### config.mk
export PLATFORM = sky130hd
export DESIGN_NAME = fifo4_ctrl
export DESIGN_NICKNAME = d
export VERILOG_FILES = /design/src/rtl/fifo_pkg.sv /design/src/rtl/fifo4_store.sv /design/src/rtl/fifo4_ctrl.sv
export SDC_FILE = /design/constraint.sdc
export NUM_CORES = 1
export LEC_CHECK = 0
export ABC_AREA = 1
export BUFFER_PORTS_ARGS = -buffer_cell sky130_fd_sc_hd__buf_4
export CORE_AREA = 2 2 66 68
export DETAILED_ROUTE_END_ITERATION = 10
export DIE_AREA = 0 0 68 70
export GPL_ROUTABILITY_DRIVEN = 0
export PLACE_DENSITY_LB_ADDON = 0.3
export SYNTH_ARGS = -nofsm -noshare
export SYNTH_HDL_FRONTEND = slang
export SYNTH_SLANG_ARGS = --single-unit
### constraint.sdc
create_clock -name clk -period 7.2 [get_ports clk]
set_clock_uncertainty 0.2 [all_clocks]
set_input_delay 2.16 -clock clk [delete_from_list [all_inputs] [get_ports clk]]
set_output_delay 2.16 -clock clk [all_outputs]
set_load 0.01 [all_outputs]
### src/rtl/fifo_pkg.sv
// Shared definitions for the 4-deep FIFO: default sizes, the occupancy type
// and the read-pointer encoding used when the FIFO is empty.
package fifo_pkg;

    localparam int unsigned FIFO_WIDTH = 8;
    localparam int unsigned FIFO_DEPTH = 4;
    localparam int unsigned OCC_W      = 4;

    typedef logic [OCC_W-1:0] occ_t;

    // rd_ptr value while empty (occupancy-1 wrapped to all-ones)
    localparam occ_t PTR_EMPTY = 4'hF;

endpackage

### src/rtl/fifo4_store.sv
// Shift-register storage for the 4-deep FIFO.
// Ports:
//   clk      - rising-edge clock
//   reset    - asynchronous active-low reset, clears every entry
//   shift_en - shift all entries up by one and load din into entry 0
//   din      - word entering entry 0 on shift_en
//   rd_idx   - index of the entry presented on rd_data
//   rd_data  - combinational read of entry rd_idx (pre-shift contents)
import fifo_pkg::*;

module fifo4_store #(
    parameter int unsigned WIDTH = FIFO_WIDTH,
    parameter int unsigned DEPTH = FIFO_DEPTH,
    parameter int unsigned IDX_W = $clog2(DEPTH)
) (
    input  logic             clk,
    input  logic             reset,
    input  logic             shift_en,
    input  logic [WIDTH-1:0] din,
    input  logic [IDX_W-1:0] rd_idx,
    output logic [WIDTH-1:0] rd_data
);

    logic [WIDTH-1:0] mem_q [DEPTH];
    logic [WIDTH-1:0] mem_d [DEPTH];

    // Newest word always lands in entry 0; the oldest sits at occupancy-1.
    always_comb begin
        for (int i = 0; i < DEPTH; i++) begin
            mem_d[i] = mem_q[i];
        end
        if (shift_en) begin
            mem_d[0] = din;
            for (int i = 1; i < DEPTH; i++) begin
                mem_d[i] = mem_q[i-1];
            end
        end
    end

    always_ff @(posedge clk or negedge reset) begin
        if (!reset) begin
            for (int i = 0; i < DEPTH; i++) begin
                mem_q[i] <= '0;
            end
        end else begin
            for (int i = 0; i < DEPTH; i++) begin
                mem_q[i] <= mem_d[i];
            end
        end
    end

    assign rd_data = mem_q[rd_idx];

endmodule

### src/rtl/fifo4_ctrl.sv
// Control and storage stage of the 4-deep FIFO: accepts push/pop requests,
// tracks occupancy, decodes status flags, registers the read port and keeps
// sticky overflow/underflow flags.
// Ports:
//   clk, reset      - clock, asynchronous active-low reset
//   wr_en, din      - push request and data
//   rd_en           - pop request
//   clr_err         - synchronous clear of overflow/underflow
//   dout            - registered pop data
//   dout_valid      - one-cycle pulse when dout carries a popped word
//   full, empty     - occupancy == DEPTH / occupancy == 0
//   almost_full     - occupancy == DEPTH-1
//   rd_ptr          - occupancy-1 (all-ones when empty), index of oldest entry
//   overflow        - sticky, set when a push is rejected
//   underflow       - sticky, set when a pop is requested while empty
import fifo_pkg::*;

module fifo4_ctrl #(
    parameter int unsigned WIDTH = FIFO_WIDTH,
    parameter int unsigned DEPTH = FIFO_DEPTH,
    parameter int unsigned PTR_W = OCC_W
) (
    input  logic             clk,
    input  logic             reset,
    input  logic             wr_en,
    input  logic [WIDTH-1:0] din,
    input  logic             rd_en,
    input  logic             clr_err,
    output logic [WIDTH-1:0] dout,
    output logic             dout_valid,
    output logic             full,
    output logic             empty,
    output logic             almost_full,
    output logic [PTR_W-1:0] rd_ptr,
    output logic             overflow,
    output logic             underflow
);

    localparam int unsigned IDX_W = $clog2(DEPTH);

    logic [PTR_W-1:0] occ_q, occ_d;
    logic [WIDTH-1:0] dout_q, dout_d;
    logic             dout_valid_q, dout_valid_d;
    logic             overflow_q, overflow_d;
    logic             underflow_q, underflow_d;

    logic             rd_acc;
    logic             wr_acc;
    logic [WIDTH-1:0] rd_data;

    // Flags come from the occupancy register only.
    assign empty       = (occ_q == '0);
    assign full        = (occ_q == PTR_W'(DEPTH));
    assign almost_full = (occ_q == PTR_W'(DEPTH - 1));
    assign rd_ptr      = empty ? PTR_W'(PTR_EMPTY) : (occ_q - PTR_W'(1));

    // A push into a full FIFO is fine when a pop frees a slot the same cycle.
    assign rd_acc = rd_en & ~empty;
    assign wr_acc = wr_en & (~full | rd_acc);

    fifo4_store #(
        .WIDTH (WIDTH),
        .DEPTH (DEPTH),
        .IDX_W (IDX_W)
    ) u_store (
        .clk      (clk),
        .reset    (reset),
        .shift_en (wr_acc),
        .din      (din),
        .rd_idx   (rd_ptr[IDX_W-1:0]),
        .rd_data  (rd_data)
    );

    always_comb begin
        occ_d = occ_q;
        unique case ({wr_acc, rd_acc})
            2'b10:   occ_d = occ_q + PTR_W'(1);
            2'b01:   occ_d = occ_q - PTR_W'(1);
            default: occ_d = occ_q;
        endcase

        // rd_data reflects pre-shift contents, so a concurrent push is safe.
        dout_d       = rd_acc ? rd_data : dout_q;
        dout_valid_d = rd_acc;

        // A new error event beats a coincident clear.
        overflow_d  = (overflow_q & ~clr_err) | (wr_en & ~wr_acc);
        underflow_d = (underflow_q & ~clr_err) | (rd_en & empty);
    end

    always_ff @(posedge clk or negedge reset) begin
        if (!reset) begin
            occ_q        <= '0;
            dout_q       <= '0;
            dout_valid_q <= 1'b0;
            overflow_q   <= 1'b0;
            underflow_q  <= 1'b0;
        end else begin
            occ_q        <= occ_d;
            dout_q       <= dout_d;
            dout_valid_q <= dout_valid_d;
            overflow_q   <= overflow_d;
            underflow_q  <= underflow_d;
        end
    end

    assign dout       = dout_q;
    assign dout_valid = dout_valid_q;
    assign overflow   = overflow_q;
    assign underflow  = underflow_q;

endmodule

Word-level counts from Yosys, hierarchy flattened
Cells that the tools add are included.

Mux-type cells: 5. Reductions and logical operators: 2. Equal/unequal tests: 4. Add/subtract/negate cells: 2. Order comparisons: 1. Bitwise gates (word level): 14.

Operator list (count): $bmux W8 S2 (1); $mux W8 (2); $pmux W4 S2 (1); $and A1 B1 Y1 (6); $add A4 B1 Y4 const B (1); $eq A4 B2 Y1 const B (1); $eq A4 B3 Y1 const B (1); $logic_not A4 Y1 (1); $mux W4 (1); $not A1 Y1 (4); $sub A4 B1 Y4 const B (1); $ge A3 B3 Y1 const B (1); $not A2 Y3 (1); $or A1 B1 Y1 (3); $eq A2 B1 Y1 const B (1); $eq A2 B2 Y1 const B (1); $reduce_bool A2 Y1 (1).

Word-level logic and storage cells: 37. Output and inout port bits: 18. Register bits: 47.

Depth between registers and ports, before layout
Depth after elaboration: 8. Gate-level depth with buffers: 15. Gate-level depth less buffers: 12.

By module
From an unflattened synthesis, not the netlist that was laid out.

Cells, all modules: 295. Area, all modules: 2372.3 um2.

Modules (own cells, without submodules): fifo4_store (times used 1, area an instance 1537.7 um2, cells each 197, sequential area each 800.8 um2); fifo4_ctrl (times used 1, area an instance 834.6 um2, cells each 98, sequential area each 375.4 um2).

Least setup slack after synthesis
No wires, ideal clock.

Path kind: reg-to-output. From: reg occ_q[0]. To: out rd_ptr[3]. Data arrival time: 1.326 ns. Slack: 3.514 ns. Buffers on the path: 2. Cell stages (with the launch flop): 7. Required time: 4.840 ns. Cell sequence: dfrtp_1 -> inv_1 -> buf_2 -> ha_1 -> nand2_4 -> buf_2 -> nand3_1.

Longest elaborated chain between the ends: 2. Elaborated cells between the ends (all ways): 3. Those cells by class: add/sub: 1; mux: 1; reduce/logical: 1.

RTL lines: from (decl) (line fifo4_ctrl.sv:41) `logic [PTR_W-1:0] occ_q, occ_d;`; from (signal assigned) (line fifo4_ctrl.sv:93) `occ_q <= '0;`; from (signal assigned) (line fifo4_ctrl.sv:99) `occ_q <= occ_d;`; $sub A4 B1 Y4 or $logic_not A4 Y1 (tied branches) (line fifo4_ctrl.sv:55, fifo4_ctrl.sv:52); $mux W4 * (line fifo4_ctrl.sv:55) `assign rd_ptr = empty ? PTR_W'(PTR_EMPTY) : (occ_q - PTR_W'(1));`; to (decl) (line fifo4_ctrl.sv:34) `output logic [PTR_W-1:0] rd_ptr,`.

Mark *: on every way between the ends. The rest lies on a longest branch, timed or not.

Worst setup path after layout
From: reg occ_q[0]. To: out rd_ptr[0].

The elaborated chain is that of the path after synthesis.

==> qor.yml <==
grt_pass1_wl_um: 7510
synth_nets: 314
coreArea_um2: 4140
critPathLaunchType: "flip-flop"
initial_core_util: 0.581
htree_levels: 2
tightest_slew_ns: 0.586
critPathBufInv: 2
wl_um: 4470
drc: 0
setup.worst_path.end: "rd_ptr[0]"
grt_pass1_vias: 1673
slew_headroom: 0.609
nets: 338
drtIter0Drc: 100
fin_util: 0.643
clkSinkCount: 47
critPathMaxStageDelay_ns: 0.63
grt_usage: 0.208
synthCells: 298
yosys_register_bits: 47
vdd_drop_max_mv: 0.237
leakagePower_nw: 1.44
overflow: 0
setup_tns_ns: 0
worst_slack_ns: 2.73
crit_start: "occ_q[0]"
r2r-end: "occ_q[2]"
io_buffers: 30
crit_chain: "inv_1, ha_1, nand2_4, nand2_4, buf_4"
layout_worst_path_cycle_share: 0.620
die_height_um: 70
worstHoldPathType: "reg -> reg"
yosysWarningCount: 0
rows: 24
grt_start_max_net_pins: 58
final_antenna_net_count: 0
wl_met2_um: 2040
num_antenna_cells: 0
cap_viol_max_count: 0
rr_startpoint: "occ_q[0]"
crit_top_cell: "nand2_4"
die_x_um: 68
required_ns: 4.84
cts_buffer_depth: 2
place_ws_ns: 3.08
cts_tree: "built"
slew_viol_final: 0
final_area_um2: 2670
grt_setup_unrepaired: "no"
wl_per_cell_um: 11.9
max_freq_mhz: 224
cts_setup_buffers: 0
postSynthAreaPerCell_um2: 8.08
powerDensity_nw_per_um2: 439
placed_area_um2: 2580
critPathMaxFanout: 17
io_pins: 31
final_hold_viol_count: 0
fin_crit_ns: 4.47
outcome: "finished, final reports clean"
critPathArrivalTime_ns: 2.11
die_area_um2: 4760
crit_type: "reg -> out"
dpl.hpwl_um: 3220
wl_met3_um: 239
crit_slowest_cell: "dfrtp_1"
syn_to_final_growth_pct: 10.7
first_pass_iters: 4
crit_cells: 5
numCtsBuffers: 5
top_layer_used: "met4"
ys_seq_area_frac: 0.488
synth.distinct_cells: 24
postCtsHoldBufs: 0
antenna_found_initial: 0
synth_area_um2: 2410
wl_met1_um: 2130
via_per_inst: 4.95
cts_repair_resize_count: 0
final.fill_count: 375
end_kind: "output port"
clkSlewWorstSetupHoldPaths_ns: 0.08
drive_gt1_frac: 0.192
crit_family: "flip-flops"
rr_worst_depth: 10
setup_viol: 0
vias: 1858
regToRegSetupSlack_ns: 4.22
cts_root_buf: "clkbuf_8"
clkLatencyLatePin_ns: 0.30
==> state kept, by name, summed over array words and instances (netlist names) <==
register	flops
dout	8
dout_valid	1
underflow	1
u_store.mem_q	32
occ_q	4
overflow	1
==> routing by layer <==
metal  global-route usage  vias up
met4               0.0667        0
li1                     -      962
met2                0.324       50
met1                0.286      840
met5                    0        -
met3               0.0483        6
==> where the power goes <==
group / leakage (nW) / internal, mW / switching [mW]
logic: 0.830 / 0.230 / 0.352
registers: 0.573 / 0.359 / 0.0740
clock network: 0.0412 / 0.0679 / 0.0881
==> worst min path at each step <==
| stage | slack (ns) | start | depth (start not counted) | end |
|---|---|---|---|---|
| 2_1_floorplan | 0.25 | u_store.mem_q[10] | 2 | u_store.mem_q[10] |
| 3_3_place_gp | 0.26 | dout[3] | 2 | dout[3] |
| 3_5_place_dp | 0.27 | dout[3] | 2 | dout[3] |
| 4_1_cts | 0.29 | dout[7] | 2 | dout[7] |
| 5_1_grt | 0.30 | dout[7] | 2 | dout[7] |
| 6_report | 0.28 | dout[7] | 2 | dout[7] |
==> layout make-up <==
class,count,area [µm²],share of cell area
inverters,37,139,0.0521
flip-flops and latches,47,1180,0.441
repair buffers,30,225,0.0845
clock inverters,2,12.5,0.00469
well taps,52,65.1,0.0244
multi-input cells,201,976,0.366
clock buffers,6,72.6,0.0272
==> synth_stat cells <==
| master | n | area (µm²) |
|---|---|---|
| nand3_1 | 29 | 145 |
| ha_1 | 3 | 37.5 |
| nand4_1 | 1 | 6.26 |
| dfrtp_1 | 47 | 1180 |
| o21ai_1 | 3 | 15.0 |
| buf_8 | 1 | 15.0 |
| nand2_2 | 8 | 50.1 |
| o22ai_1 | 1 | 6.26 |
| inv_1 | 35 | 131 |
| o21ai_2 | 7 | 61.3 |
| buf_4 | 1 | 7.51 |
| a21oi_1 | 9 | 45.0 |
| nand2_1 | 92 | 345 |
| nor2_1 | 26 | 97.6 |
| inv_2 | 2 | 7.51 |
| buf_2 | 6 | 30.0 |
| buf_12 | 1 | 20.0 |
| nor3_1 | 1 | 5.00 |
| nor2_2 | 1 | 6.26 |
| buf_6 | 4 | 45.0 |
| nor2_4 | 2 | 22.5 |
| o21ai_0 | 10 | 50.1 |
| xnor2_1 | 3 | 26.3 |
| nand2_4 | 5 | 56.3 |
==> layout by cell type (no fill, tap or decap), drive strengths merged <==
master | Yosys | final
nand3 | 29 | 29
nand4 | 1 | 1
xnor2 | 3 | 3
o22ai | 1 | 1
a21oi | 9 | 9
o21ai | 20 | 20
dfrtp | 47 | 47
buf | 13 | 30
clkinv | 0 | 1
clkbuf | 0 | 6
nor3 | 1 | 1
nor2 | 29 | 29
nand2 | 105 | 105
clkinvlp | 0 | 1
ha | 3 | 3
inv | 37 | 37
==> kinds of logic (layout without fill, tap and decap cells) <==
| kind of cell | after synthesis | after routing | share of synthesized area |
|---|---|---|---|
| buffers and inverters | 50 | 75 | 0.106 |
| AO/OA/AOI/OAI | 30 | 30 | 0.0738 |
| AND/OR/NAND/NOR | 165 | 165 | 0.305 |
| XOR/XNOR | 3 | 3 | 0.0109 |
| adder cells (fa/ha/maj) | 3 | 3 | 0.0156 |
| flip-flops | 47 | 47 | 0.488 |
==> worst min-delay path, delay by kind of cell, from the launching register on <==
| kind | cells | cell delay, ns |
|---|---|---|
| flip-flops | 1 | 0.35 |
| AND/OR/NAND/NOR | 2 | 0.10 |
==> stage by stage <==
stage / power [mW] / hold slack (ns) / std cells
6_report: 1.17 / 0.283 / 375
4_1_cts: 1.18 / 0.289 / 375
3_3_place_gp: 1.00 / 0.263 / 367
2_1_floorplan: 0.874 / 0.253 / 298
5_1_grt: 1.28 / 0.303 / 375
3_5_place_dp: 1.02 / 0.267 / 367
(Power assumes the default switching activity.)
